===== src/rtl/tp_event_conditioner_pkg.sv =====
// tp_cond_pkg: shared definitions for the test-point event conditioner.
//   - tp_mode_e    : channel conditioning modes (pass / stretch / toggle / hold)
//   - trig_state_e : scope-trigger FSM state encoding
//   - TP_STRETCH_DEF / TP_HOLDOFF_DEF : default pulse-stretch and re-arm lockout
//   - sat_inc16    : saturating 16-bit increment used by the trigger counter
package tp_cond_pkg;

   typedef enum logic [1:0] {
      TPM_PASS    = 2'd0,
      TPM_STRETCH = 2'd1,
      TPM_TOGGLE  = 2'd2,
      TPM_HOLD    = 2'd3
   } tp_mode_e;

   typedef enum logic [1:0] {
      TRG_IDLE  = 2'd0,
      TRG_ARMED = 2'd1,
      TRG_FIRE  = 2'd2,
      TRG_HOLD  = 2'd3
   } trig_state_e;

   localparam int TP_STRETCH_DEF = 8;
   localparam int TP_HOLDOFF_DEF = 1024;

   // Increment that sticks at 0xFFFF instead of wrapping to zero.
   function automatic logic [15:0] sat_inc16(input logic [15:0] v);
      return (v == 16'hFFFF) ? v : v + 16'd1;
   endfunction

endpackage


===== src/rtl/tp_event_conditioner_if.sv =====
// tp_event_conditioner_if: control/event bundle of the test-point event conditioner.
//   master (driver side): evt_in, mode_we, mode_din, clr, arm, trig_sel
//   slave  (conditioner): tp_out, trig_out, trig_armed, trig_cnt, mode
// NCH must match the NCH of the conditioner the bundle is attached to.
interface tp_event_conditioner_if #(
   parameter int NCH = 16
);
   logic [NCH-1:0] evt_in;
   logic           mode_we;
   logic [1:0]     mode_din;
   logic           clr;
   logic           arm;
   logic [3:0]     trig_sel;
   logic [NCH-1:0] tp_out;
   logic           trig_out;
   logic           trig_armed;
   logic [15:0]    trig_cnt;
   logic [1:0]     mode;

   modport master (
      output evt_in, mode_we, mode_din, clr, arm, trig_sel,
      input  tp_out, trig_out, trig_armed, trig_cnt, mode
   );

   modport slave (
      input  evt_in, mode_we, mode_din, clr, arm, trig_sel,
      output tp_out, trig_out, trig_armed, trig_cnt, mode
   );
endinterface


===== src/rtl/tp_event_conditioner_chan.sv =====
// tp_chan: one event channel of the test-point conditioner.
//   clk, rst  : clock and synchronous active-high reset
//   mode      : current conditioning mode (shared register in the top level)
//   mode_we   : mode write strobe; clears all channel state on the same edge
//   clr       : clears the hold latch
//   evt_in    : raw event, synchronous to clk
//   rise      : rising edge of the delayed event (feeds the trigger mux)
//   tp_out    : registered, conditioned event for the test point
module tp_chan
   import tp_cond_pkg::*;
#(
   parameter int STRETCH = TP_STRETCH_DEF
) (
   input  logic     clk,
   input  logic     rst,
   input  tp_mode_e mode,
   input  logic     mode_we,
   input  logic     clr,
   input  logic     evt_in,
   output logic     rise,
   output logic     tp_out
);

   localparam int CW = $clog2(STRETCH + 1);

   logic          evt_d1_reg;
   logic          evt_d2_reg;
   logic [CW-1:0] cnt_reg;
   logic [CW-1:0] cnt_next;
   logic          tog_reg;
   logic          tog_next;
   logic          hold_reg;
   logic          hold_next;
   logic          tp_reg;
   logic          tp_next;

   assign rise   = evt_d1_reg & ~evt_d2_reg;
   assign tp_out = tp_reg;

   always_comb begin
      cnt_next  = cnt_reg;
      tog_next  = tog_reg;
      hold_next = hold_reg;
      tp_next   = 1'b0;
      // The hold latch is cleared by clr whatever the mode; a rise in hold
      // mode below overrides it so the set wins.
      if (clr) begin
         hold_next = 1'b0;
      end
      case (mode)
         TPM_PASS: begin
            tp_next = evt_d1_reg;
         end
         TPM_STRETCH: begin
            if (rise) begin
               cnt_next = CW'(STRETCH);
            end else if (cnt_reg != '0) begin
               cnt_next = cnt_reg - CW'(1);
            end
            // cnt>1 (not >0) keeps the window at exactly STRETCH edges,
            // since the rise edge itself supplies the first high cycle.
            tp_next = rise | (cnt_reg > CW'(1));
         end
         TPM_TOGGLE: begin
            if (rise) begin
               tog_next = ~tog_reg;
            end
            tp_next = tog_next;
         end
         default: begin
            if (rise) begin
               hold_next = 1'b1;
            end
            tp_next = hold_next;
         end
      endcase
      // A mode write wipes channel state so the new mode starts clean;
      // the edge-detect pipeline is deliberately left running.
      if (mode_we) begin
         cnt_next  = '0;
         tog_next  = 1'b0;
         hold_next = 1'b0;
         tp_next   = 1'b0;
      end
   end

   always_ff @(posedge clk) begin
      if (rst) begin
         evt_d1_reg <= 1'b0;
         evt_d2_reg <= 1'b0;
         cnt_reg    <= '0;
         tog_reg    <= 1'b0;
         hold_reg   <= 1'b0;
         tp_reg     <= 1'b0;
      end else begin
         evt_d1_reg <= evt_in;
         evt_d2_reg <= evt_d1_reg;
         cnt_reg    <= cnt_next;
         tog_reg    <= tog_next;
         hold_reg   <= hold_next;
         tp_reg     <= tp_next;
      end
   end

endmodule


===== src/rtl/tp_event_conditioner.sv =====
// tp_event_conditioner: makes short internal debug strobes visible on test
// points (pass / stretch / toggle / hold per a shared mode register) and
// provides an armable one-shot scope trigger with holdoff.
//   clk, rst        : clock and synchronous active-high reset
//   bus (slave)     : evt_in, mode_we, mode_din, clr, arm, trig_sel in;
//                     tp_out, trig_out, trig_armed, trig_cnt, mode out
module tp_event_conditioner
   import tp_cond_pkg::*;
#(
   parameter int NCH     = 16,
   parameter int STRETCH = TP_STRETCH_DEF,
   parameter int HOLDOFF = TP_HOLDOFF_DEF
) (
   input  logic                 clk,
   input  logic                 rst,
   tp_event_conditioner_if.slave bus
);

   localparam int SW = $clog2(STRETCH + 1);
   localparam int HW = $clog2(HOLDOFF + 1);

   tp_mode_e      mode_reg;
   logic [NCH-1:0] rise;
   logic [NCH-1:0] tp_out_w;
   logic [15:0]   rise_ext;
   logic          fire;

   trig_state_e   state_reg;
   logic [3:0]    sel_reg;
   logic [SW-1:0] fcnt_reg;
   logic [HW-1:0] hcnt_reg;
   logic [15:0]   trig_cnt_reg;
   logic          trig_out_reg;
   logic          trig_armed_reg;

   always_ff @(posedge clk) begin
      if (rst) begin
         mode_reg <= TPM_STRETCH;
      end else if (bus.mode_we) begin
         mode_reg <= tp_mode_e'(bus.mode_din);
      end
   end

   genvar gi;
   generate
      for (gi = 0; gi < NCH; gi++) begin : g_chan
         tp_chan #(
            .STRETCH (STRETCH)
         ) u_chan (
            .clk     (clk),
            .rst     (rst),
            .mode    (mode_reg),
            .mode_we (bus.mode_we),
            .clr     (bus.clr),
            .evt_in  (bus.evt_in[gi]),
            .rise    (rise[gi]),
            .tp_out  (tp_out_w[gi])
         );
      end
   endgenerate

   // Zero-extended to 16 so any 4-bit select is a legal index; selects at or
   // above NCH land on constant zeros and the trigger simply never fires.
   assign rise_ext = 16'(rise);
   assign fire     = (state_reg == TRG_ARMED) && rise_ext[sel_reg];

   always_ff @(posedge clk) begin
      if (rst) begin
         state_reg      <= TRG_IDLE;
         sel_reg        <= '0;
         fcnt_reg       <= '0;
         hcnt_reg       <= '0;
         trig_out_reg   <= 1'b0;
         trig_armed_reg <= 1'b0;
      end else begin
         case (state_reg)
            TRG_IDLE: begin
               // Rises are not looked at here, so one coinciding with ARM is dropped.
               if (bus.arm) begin
                  sel_reg        <= bus.trig_sel;
                  state_reg      <= TRG_ARMED;
                  trig_armed_reg <= 1'b1;
               end
            end
            TRG_ARMED: begin
               if (fire) begin
                  state_reg      <= TRG_FIRE;
                  trig_out_reg   <= 1'b1;
                  trig_armed_reg <= 1'b0;
                  fcnt_reg       <= SW'(STRETCH);
               end
            end
            TRG_FIRE: begin
               if (fcnt_reg > SW'(1)) begin
                  fcnt_reg <= fcnt_reg - SW'(1);
               end else begin
                  state_reg    <= TRG_HOLD;
                  trig_out_reg <= 1'b0;
                  hcnt_reg     <= HW'(HOLDOFF);
               end
            end
            default: begin
               // Exactly HOLDOFF cycles in HOLD before ARM is listened to again.
               if (hcnt_reg > HW'(1)) begin
                  hcnt_reg <= hcnt_reg - HW'(1);
               end else begin
                  state_reg <= TRG_IDLE;
               end
            end
         endcase
      end
   end

   // clr has priority, so a clear coinciding with a firing leaves zero.
   always_ff @(posedge clk) begin
      if (rst) begin
         trig_cnt_reg <= '0;
      end else if (bus.clr) begin
         trig_cnt_reg <= '0;
      end else if (fire) begin
         trig_cnt_reg <= sat_inc16(trig_cnt_reg);
      end
   end

   assign bus.tp_out     = tp_out_w;
   assign bus.trig_out   = trig_out_reg;
   assign bus.trig_armed = trig_armed_reg;
   assign bus.trig_cnt   = trig_cnt_reg;
   assign bus.mode       = mode_reg;

endmodule


===== src/flat_wrapper.sv =====
// flat-port wrapper written by rule: the top's interface ports become plain ports
module tp_event_conditioner_flat import tp_cond_pkg::*;
#(
   parameter int NCH     = 16,
   parameter int STRETCH = TP_STRETCH_DEF,
   parameter int HOLDOFF = TP_HOLDOFF_DEF
)
  (clk, rst, bus_evt_in, bus_mode_we, bus_mode_din, bus_clr, bus_arm, bus_trig_sel, bus_tp_out, bus_trig_out, bus_trig_armed, bus_trig_cnt, bus_mode);
  tp_event_conditioner_if #(.NCH(NCH)) bus_i ();
  input  logic clk;
  input  logic rst;
  input wire logic [$bits(bus_i.evt_in)-1:0] bus_evt_in;
  input wire logic [$bits(bus_i.mode_we)-1:0] bus_mode_we;
  input wire logic [$bits(bus_i.mode_din)-1:0] bus_mode_din;
  input wire logic [$bits(bus_i.clr)-1:0] bus_clr;
  input wire logic [$bits(bus_i.arm)-1:0] bus_arm;
  input wire logic [$bits(bus_i.trig_sel)-1:0] bus_trig_sel;
  output wire logic [$bits(bus_i.tp_out)-1:0] bus_tp_out;
  output wire logic [$bits(bus_i.trig_out)-1:0] bus_trig_out;
  output wire logic [$bits(bus_i.trig_armed)-1:0] bus_trig_armed;
  output wire logic [$bits(bus_i.trig_cnt)-1:0] bus_trig_cnt;
  output wire logic [$bits(bus_i.mode)-1:0] bus_mode;
  assign bus_i.evt_in = bus_evt_in;
  assign bus_i.mode_we = bus_mode_we;
  assign bus_i.mode_din = bus_mode_din;
  assign bus_i.clr = bus_clr;
  assign bus_i.arm = bus_arm;
  assign bus_i.trig_sel = bus_trig_sel;
  assign bus_tp_out = bus_i.tp_out;
  assign bus_trig_out = bus_i.trig_out;
  assign bus_trig_armed = bus_i.trig_armed;
  assign bus_trig_cnt = bus_i.trig_cnt;
  assign bus_mode = bus_i.mode;
  tp_event_conditioner #(.NCH(NCH), .STRETCH(STRETCH), .HOLDOFF(HOLDOFF)) u_core (.clk(clk), .rst(rst), .bus(bus_i));
endmodule

===== config.mk =====
export PLATFORM = sky130hd
export DESIGN_NAME = tp_event_conditioner_flat
export DESIGN_NICKNAME = d
export VERILOG_FILES = /design/src/rtl/tp_event_conditioner_pkg.sv /design/src/rtl/tp_event_conditioner_if.sv /design/src/rtl/tp_event_conditioner_chan.sv /design/src/rtl/tp_event_conditioner.sv /design/src/flat_wrapper.sv
export SDC_FILE = /design/constraint.sdc
export NUM_CORES = 1
export LEC_CHECK = 0
export CORE_UTILIZATION = 55
export DETAILED_ROUTE_END_ITERATION = 8
export HOLD_SLACK_MARGIN = 0.05
export PLACE_DENSITY = 0.75
export SYNTH_ARGS = -nofsm -noshare
export SYNTH_HDL_FRONTEND = slang
export SYNTH_HIERARCHICAL = 1
export SYNTH_SLANG_ARGS = --single-unit
export TNS_END_PERCENT = 30

===== constraint.sdc =====
create_clock -name clk -period 4.9 [get_ports clk]
set_input_delay 0.98 -clock clk [delete_from_list [all_inputs] [get_ports clk]]
set_output_delay 0.98 -clock clk [all_outputs]
set_load 0.005 [all_outputs]

## After elaboration in Yosys (flattened, before gate mapping)

Index checks and enable logic that the tools add are counted.

| storage, ports and cells | value |
|---|---|
| register bits | 185 |
| output and inout port bits | 36 |
| word-level logic and storage cells | 414 |

| operators by class | value |
|---|---|
| add/sub/neg operators | 19 |
| magnitude comparators | 19 |
| equal/unequal tests | 10 |
| mux-type cells | 131 |
| bitwise operators | 66 |
| reduce and logical (&&, ||, !) cells | 65 |

Operators by type and width:

| kind | count |
|---|---|
| 4-bit 2-to-1 mux | 34 |
| 1-bit 2-to-1 mux | 69 |
| 4-bit by 1-bit greater-than comparator with 1-bit output (second input constant) | 17 |
| 4-bit by 1-bit subtractor with 4-bit output (second input constant) | 17 |
| 4-bit nonzero test | 16 |
| 1-bit one-hot mux with 3 select lines | 16 |
| 2-bit nonzero test | 19 |
| 2-bit AND reduction | 18 |
| 1-bit inverter | 34 |
| 11-bit 2-to-1 mux | 2 |
| 11-bit one-hot mux with 2 select lines | 1 |
| 16-bit by 1-bit adder with 16-bit output (second input constant) | 1 |
| 1-bit bitwise AND | 16 |
| 16-bit equality test (second input constant) | 1 |
| 1-bit bitwise OR | 16 |
| 3-bit AND reduction | 4 |
| 11-bit by 1-bit greater-than comparator with 1-bit output (second input constant) | 1 |
| 11-bit by 1-bit subtractor with 11-bit output (second input constant) | 1 |
| 2-bit 2-to-1 mux | 4 |
| 4-bit one-hot mux with 2 select lines | 1 |
| 2-bit one-hot mux with 3 select lines | 1 |
| 2-bit OR reduction | 3 |
| 4-bit by 5-bit less-than comparator with 1-bit output (second input constant) | 1 |
| 1-bit binary-select mux with 4-bit select | 1 |
| 10 further kinds | 16 |

## Depth between registers and ports, before layout

Gate-level depths: netlist of run 1.

| logic depth | value |
|---|---|
| depth after elaboration | 7 |
| depth in mapped cells | 9 |

## Hierarchy

The synthesis of run 1 kept the hierarchy.

Modules (own cells, without submodules):

| module | times used | cells an instance | area an instance (um^2) | seq. area each (um^2) |
|---|---|---|---|---|
| tp_chan | 16 | 53 | 465.4 | 180.2 |
| tp_event_conditioner | 1 | 265 | 2,298.5 | 820.8 |

## Worst setup path after synthesis of run 1

Ideal clock, no wire load.

| path | value |
|---|---|
| path kind | register to output |
| start point | reg u_core.mode_reg[1] (netlist: u_core/bus.mode[1]) |
| end point | out bus_mode[1] |
| data arrival time | 1.813 ns |
| path slack | 2.107 ns |
| stages on the path, launching flop included | 1 |
| path buffers | 0 |
| cells stage by stage | dfxtp_1 |

RTL lines:

| element | line | text |
|---|---|---|
| start, declared | tp_event_conditioner.sv:22 | `tp_mode_e mode_reg;` |
| start signal, assigned | tp_event_conditioner.sv:40 | `mode_reg <= tp_mode_e'(bus.mode_din);` |
| end, declared | flat_wrapper.sv:22 | `output wire logic [$bits(bus_i.mode)-1:0] bus_mode;` |

No word-level cell between the ends.

## Worst setup path after layout of run 1

| path | value |
|---|---|
| start point | reg u_core.sel_reg[2] |
| end point | reg u_core.trig_cnt_reg[11] (netlist: u_core/bus.trig_cnt[11]) |

| on the way | value |
|---|---|
| cells in the longest elaborated chain, start to end | 4 |

Ends and longest elaborated chain:

| element | line | text |
|---|---|---|
| start, declared | tp_event_conditioner.sv:29 | `logic [3:0] sel_reg;` |
| start signal, assigned | tp_event_conditioner.sv:80 | `sel_reg <= bus.trig_sel;` |
| 1-bit binary-select mux with 4-bit select | tp_event_conditioner.sv:65 | `assign fire = (state_reg == TRG_ARMED) && rise_ext[sel_reg];` |
| 1-bit 2-to-1 mux (not written as such) | tp_event_conditioner.sv:65 |  |
| 1-bit logical AND | tp_event_conditioner.sv:65 |  |
| 2-bit AND reduction (no source line) | - |  |
| end signal, assigned | tp_event_conditioner.sv:121 | `trig_cnt_reg <= sat_inc16(trig_cnt_reg);` |
| end, declared | tp_event_conditioner.sv:32 | `logic [15:0] trig_cnt_reg;` |

No other way between the ends. The select of a mux whose other input is x is not followed.
A chain may end at the register's enable or synchronous reset.

==> results.sh, run 1 <==
export IMPL_fillCellCount=1478
export IMPL_wl_um=20000
export IMPL_area_growth_pct=14.5
export IMPL_cts_tree="built"
export IMPL_grtUsageTotal_pct=23.1
export IMPL_reg2reg_from="u_core/sel_reg[2]"
export IMPL_fmax_mhz=367
export IMPL_yosys_area_share_simple_pct=26.8
export IMPL_yosysMostFrequentCell="dfxtp_1"
export IMPL_die_w_um=135
export IMPL_maxSlewHeadroom_pct=37.5
export IMPL_path_max_fanout=11
export IMPL_clockRootBuffer="clkbuf_16"
export IMPL_io_pins=63
export IMPL_core_mm2=0.0173
export IMPL_maxCapViolations=0
export IMPL_synthCells=1113
export IMPL_critPathRequiredTime_ns=5.27
export IMPL_synthesis_nets=1181
export IMPL_clock_latency_ns=0.43
export IMPL_viasPerCell=5.59
export IMPL_firstDrtPassIters=5
export IMPL_grt_pass1_wl_um=34100
export IMPL_cts_hold_buffers_added=0
export IMPL_p_leak_nw=4.32
export IMPL_grt_max_degree=68
export IMPL_clkTransAtPathRegs_ns=0.07
export IMPL_top_layer="met4"
export IMPL_dieHeight_um=135
export IMPL_htreeDepth=4
export IMPL_synth_compound_area_share_pct=18.5
export IMPL_hold_depth=2
export IMPL_nNetsFinal=1240
export IMPL_fin_crit_sh_pct=55.6
export IMPL_numPortBuffers=62
export IMPL_netlist_area_leader_share_pct=38.0
export IMPL_fin_skew_ns=0.0123
export IMPL_drt_met1_wl_um=9620
export IMPL_setup_viol=0
export IMPL_yosys_top_cells_area="dfxtp_1 38%, ha_1 5.3%, nor2_1 4.6%"
export IMPL_whs_endpoint="u_core/sel_reg[3]"
export IMPL_fin_ws_ns=2.18
export IMPL_synth_top_family_by_area="simple AND/OR/NAND/NOR gates"
export IMPL_post_dp_hpwl_um=13200
export IMPL_fin_crit_ns=2.72
export IMPL_wl_met2_um=9400
export IMPL_async_flop_share_pct=0
export IMPL_postCtsSetupBuffers=0
export IMPL_netlist_area_mm2=0.00975
export IMPL_yosys_top_cells_count="185 x dfxtp_1, 119 x nor2_1, 75 x a21oi_1, 74 x inv_1, 66 x o21ai_0"
export IMPL_dr_wl_met3_um=782
export IMPL_synth_flop_cell="dfxtp_1"
export IMPL_reg2reg_to="u_core/bus.trig_cnt[11]"
export IMPL_hp_start="u_core/sel_reg[3]"
export IMPL_initial_core_util_pct=56.3
export IMPL_yosysUniqueCellTypes=61
export IMPL_slowest_stage="dfxtp_1"
export IMPL_cts_sinks=185
export IMPL_muxShareOfSynthArea_pct=3.15
export IMPL_outcome="finished, final reports clean"
export IMPL_avgSynthCellArea_um2=8.76
export IMPL_largest_reg_flops=64
export IMPL_dp_slack_ns=1.95
export IMPL_worst_pin_slew_ns=0.934
export IMPL_cts_resized=0
export IMPL_wire_per_inst_um=14.2
export IMPL_hold_class="reg -> reg"
export IMPL_final_core_util_pct=64.5
export IMPL_yosysWarnings=6
export IMPL_clockBufferDepth=2
export IMPL_cp_arrival_ns=3.10
export IMPL_rows=48
export IMPL_antenna_left=0
export IMPL_yosys_area_top_type="dfxtp_1"
export IMPL_crit_chain="mux2_1 -> mux4_2 -> a32oi_2 -> nor4_2 -> a211oi_1 -> a31o_1"
export IMPL_max_stage_delay_ns=0.62
export IMPL_antenna_found_initial=0
export IMPL_grt_overflow_total=0
export IMPL_drive_above_1_share_pct=14.2
export IMPL_dieArea_mm2=0.0183
export IMPL_synth_adder_area_share_pct=5.26
export IMPL_ys_ff_latch=185
export IMPL_rsz0062_at_grt="no"
export IMPL_hold_viol_final=0
export IMPL_drv_slew=0
export IMPL_reg2reg_setup_slack_ns=2.18
export IMPL_num_antenna_cells=0
export IMPL_setup_worst_path_start_class="flop"
export IMPL_drc=0
export IMPL_drt_initial_drc_count=417
export IMPL_critical_path_class="reg -> reg"
export IMPL_finalSetupTns_ns=0
export IMPL_end_kind="flop"
export IMPL_num_vias=7877
export IMPL_routabilityCongestion=0.783
export IMPL_power_density_mw_per_mm2=360
export IMPL_irDropWorstVdd_uv=361
export IMPL_synth_yosys_seq_area_share_pct=38.0
export IMPL_cts_buffers=17
export IMPL_grt_pass1_vias=7394
export IMPL_synth_edf_count=0
export IMPL_reg2reg_depth=6
export IMPL_synthXorXnorAreaFrac_pct=3.15
[power by group]
group	internal, mW	switching, mW
Sequential	1.61	0.110
Combinational	0.419	0.516
Clock	0.769	0.593
Total	2.80	1.22
[kinds of logic (layout without fill, tap and decap cells)]
kind of cell | after synthesis | in the layout
AOI/OAI and AO/OA | 252 | 252
xor gates and xnor gates | 35 | 35
adders and majority gates | 41 | 41
buffers and inverters | 117 | 189
DFF | 185 | 185
muxes | 28 | 28
and+or+nand+nor | 455 | 455
[worst max-delay path by stage]
stage / to / cells after the start / startpoint / slack (ns)
final: u_core/bus.trig_cnt[11] / 6 / u_core/sel_reg[2] / 2.18
after global routing: u_core/bus.trig_cnt[11] / 6 / u_core/sel_reg[2] / 2.03
after CTS: u_core/bus.trig_cnt[11] / 6 / u_core/sel_reg[2] / 2.16
after detailed placement: u_core/g_chan[13].u_chan/tp_out / 4 / bus_mode_we / 1.95
after global placement: u_core/g_chan[15].u_chan/tp_out / 4 / bus_mode_we / 1.98
after floorplan: bus_mode[1] / 0 / u_core/bus.mode[1] / 2.11
[cells in the final DEF (no fill, tap or decap), types with 17 or more instances in the layout]
master / count
a21oi_1: 75
a21oi_2: 19
clkbuf_16: 17
clkdlybuf4s50_1: 61
dfxtp_1: 183
ha_1: 41
inv_1: 74
mux2i_1: 19
nand2_1: 48
nand2b_1: 21
nand2b_4: 18
nand3_1: 26
nand4_1: 20
nor2_1: 119
nor2b_1: 35
nor3_1: 26
nor3b_1: 17
o21ai_0: 66
o31ai_1: 18
or2_2: 18
or3_1: 50
xnor2_1: 30
[worst max-delay path, delay by kind of cell (launching register included)]
kind | cells | cell delay [ns]
AND/OR/NAND/NOR | 1 | 0.21
flip-flops | 1 | 0.62
AO/OA/AOI/OAI | 3 | 0.91
multiplexers | 2 | 0.92
[area by class of cell]
cell class	instances	area, µm²	area share, %
multi-input cells	811	5550	49.7
flip-flops and latches	185	3710	33.2
repair buffers	67	653	5.85
clock buffers	19	443	3.97
inverters	90	378	3.39
well taps	225	282	2.52
clock inverters	13	144	1.29
[metal layers]
metal	track usage [%]	vias up
li1	-	4029
met1	29.4	3708
met2	38.9	121
met3	5.26	19
met4	6.30	0
met5	0	-
[stage by stage]
step | hold slack (ns) | total power [mW] | area [µm²] | instances
finish | 0.482 | 4.02 | 11200 | 1410
global route | 0.487 | 4.24 | 11200 | 1410
CTS | 0.478 | 4.05 | 11200 | 1410
detailed placement | 0.469 | 2.68 | 10600 | 1378
global placement | 0.458 | 2.66 | 10600 | 1378
floorplan | 0.445 | 2.46 | 9750 | 1113
Power figures use the tool's default switching activity.
==> run 2, diff against run 1 <==
Clock period 4.9 ns to 2.7 ns, I/O delays scaled along.
==> run 2 against run 1 <==
Core utilization is 0.82 points higher. Maximum frequency is 7.1% higher. Die area stayed put. Global-route usage is 0.47 points lower. Clock skew is 0.0065 ns lower. Clock-buffer cell count is 4 higher. Critical path depth stayed put. Highest routed layer unchanged.
==> results.sh, run 2 (synthesis results as in run 1) <==
export IMPL_outcome="finished, final reports clean"
export IMPL_cts_buffers=17
export IMPL_crit_path_end="u_core/bus.trig_cnt[11]"
export IMPL_setup_viol=0
export IMPL_hold_ws_ns=0.483
export IMPL_slowest_stage="dfxtp_1"
export IMPL_rows=48
export IMPL_dp_slack_ns=0.182
export IMPL_crit_chain="mux2_1 -> mux4_2 -> a32oi_2 -> nor4_2 -> a211oi_1 -> a31o_1"
export IMPL_cts_sinks=185
export IMPL_clockRootBuffer="clkbuf_16"
export IMPL_grt_pass1_vias=7328
export IMPL_maxCapViolations=0
export IMPL_io_pins=63
export IMPL_drc=0
export IMPL_firstDrtPassIters=5
export IMPL_grt_pass1_wl_um=33500
export IMPL_postCtsSetupBuffers=0
export IMPL_met3_usage_pct=4.50
export IMPL_final_core_util_pct=65.3
export IMPL_reg2reg_setup_slack_ns=0.16
export IMPL_wl_um=19900
export IMPL_grtUsageTotal_pct=22.6
export IMPL_fin_skew_ns=0.00578
export IMPL_grt_max_degree=62
export IMPL_critPathRequiredTime_ns=3.07
export IMPL_critical_path_class="reg -> reg"
export IMPL_core_mm2=0.0173
export IMPL_viasPerCell=5.59
export IMPL_hold_class="reg -> reg"
export IMPL_max_stage_delay_ns=0.54
export IMPL_cp_arrival_ns=2.91
export IMPL_mostFrequentLayoutCell="dfxtp_1"
export IMPL_instances_no_fill=1425
export IMPL_drt_initial_drc_count=382
export IMPL_drv_slew=0
export IMPL_power_density_mw_per_mm2=646
export IMPL_antenna_left=0
export IMPL_reg2reg_from="u_core/sel_reg[2]"
export IMPL_setup_worst_path_start_class="flop"
export IMPL_irDropWorstVdd_uv=769
export IMPL_wire_per_inst_um=14.0
export IMPL_path_max_fanout=9
export IMPL_clock_latency_ns=0.42
export IMPL_antenna_found_initial=0
export IMPL_clkTransAtPathRegs_ns=0.07
export IMPL_num_antenna_cells=0
export IMPL_busiest_layer="met2"
export IMPL_nNetsFinal=1255
export IMPL_fin_ws_ns=0.158
export IMPL_final_cell_mix="183 x dfxtp_1, 119 x nor2_1, 75 x a21oi_1"
export IMPL_dieArea_mm2=0.0183
export IMPL_critPathLaunch="u_core/sel_reg[2]"
export IMPL_routabilityCongestion=0.829
export IMPL_rsz0062_at_grt="no"
export IMPL_cts_tree="built"
export IMPL_cts_resized=0
export IMPL_drive_above_1_share_pct=15.1
export IMPL_finalSetupTns_ns=0
export IMPL_dieHeight_um=135
export IMPL_grt_overflow_total=0
export IMPL_num_vias=7972
export IMPL_worst_pin_slew_ns=0.716
export IMPL_cts_hold_buffers_added=0
export IMPL_fin_crit_sh_pct=94.2
export IMPL_maxSlewHeadroom_pct=52.3
export IMPL_reg2reg_to="u_core/bus.trig_cnt[11]"
export IMPL_htreeDepth=4
export IMPL_initial_core_util_pct=56.3
export IMPL_grt_use_met1_pct=29.1
export IMPL_grt_use_met2_pct=37.9
export IMPL_clockBufferDepth=2
export IMPL_fmax_mhz=393
export IMPL_hold_viol_final=0
export IMPL_post_dp_hpwl_um=13600
export IMPL_fillCellCount=1439
export IMPL_end_kind="flop"
export IMPL_die_w_um=135
export IMPL_reg2reg_depth=6
export IMPL_fin_crit_ns=2.54
export IMPL_largest_reg_flops=64
export IMPL_numPortBuffers=62
export IMPL_p_leak_nw=4.40
export IMPL_area_growth_pct=15.9
export IMPL_dp_cells=1393
-- run 2: critical path: cells and delay by family (launching register included) --
family,cells,cell delay [ns]
AOI/OAI and AO/OA,3,0.85
DFF,1,0.54
muxes,2,0.90
and+or+nand+nor,1,0.20
-- run 2: how the worst min path moves through the flow --
stage / from / endpoint / slack (ns) / depth (start not counted)
final: u_core/g_chan[15].u_chan/hold_reg / u_core/g_chan[15].u_chan/hold_reg / 0.48 / 2
after floorplan: u_core/sel_reg[3] / u_core/sel_reg[3] / 0.45 / 2
after CTS: u_core/g_chan[1].u_chan/hold_reg / u_core/g_chan[1].u_chan/hold_reg / 0.49 / 2
after detailed placement: u_core/g_chan[15].u_chan/hold_reg / u_core/g_chan[15].u_chan/hold_reg / 0.48 / 2
after global routing: u_core/sel_reg[3] / u_core/sel_reg[3] / 0.51 / 2
after global placement: u_core/sel_reg[3] / u_core/sel_reg[3] / 0.46 / 2
-- run 2: final cells by class --
cell class                      count  area, µm²  share of cell area [%]
Clock buffer                       23        489                    4.33
Clock inverter                      9       88.8                   0.786
Inverter                           90        378                    3.34
Multi-Input combinational cell    811       5550                    49.1
Sequential cell                   185       3710                    32.8
Tap cell                          225        282                    2.49
Timing Repair Buffer               82        803                    7.11
-- run 2: stage by stage --
stage	instance area (µm²)	power [mW]
after floorplan	9750	4.47
after global placement	10700	4.86
after detailed placement	10700	4.90
after CTS	11300	7.35
after global routing	11300	7.70
final	11300	7.30
-- run 2: where the power goes --
part / leakage (nW) / internal [mW] / switching [mW] / total (mW)
Combinational: 2.62 / 0.792 / 0.958 / 1.75
Clock: 0.275 / 1.38 / 1.05 / 2.43
Sequential: 1.51 / 2.92 / 0.190 / 3.11
-- run 2: per-layer routing --
metal / share of wire (%) / vias to the layer above
met2: 46 / 144
met4: 1.3 / 0
met3: 3.7 / 21
li1: - / 4060
met1: 49 / 3747
met5: 0 / -
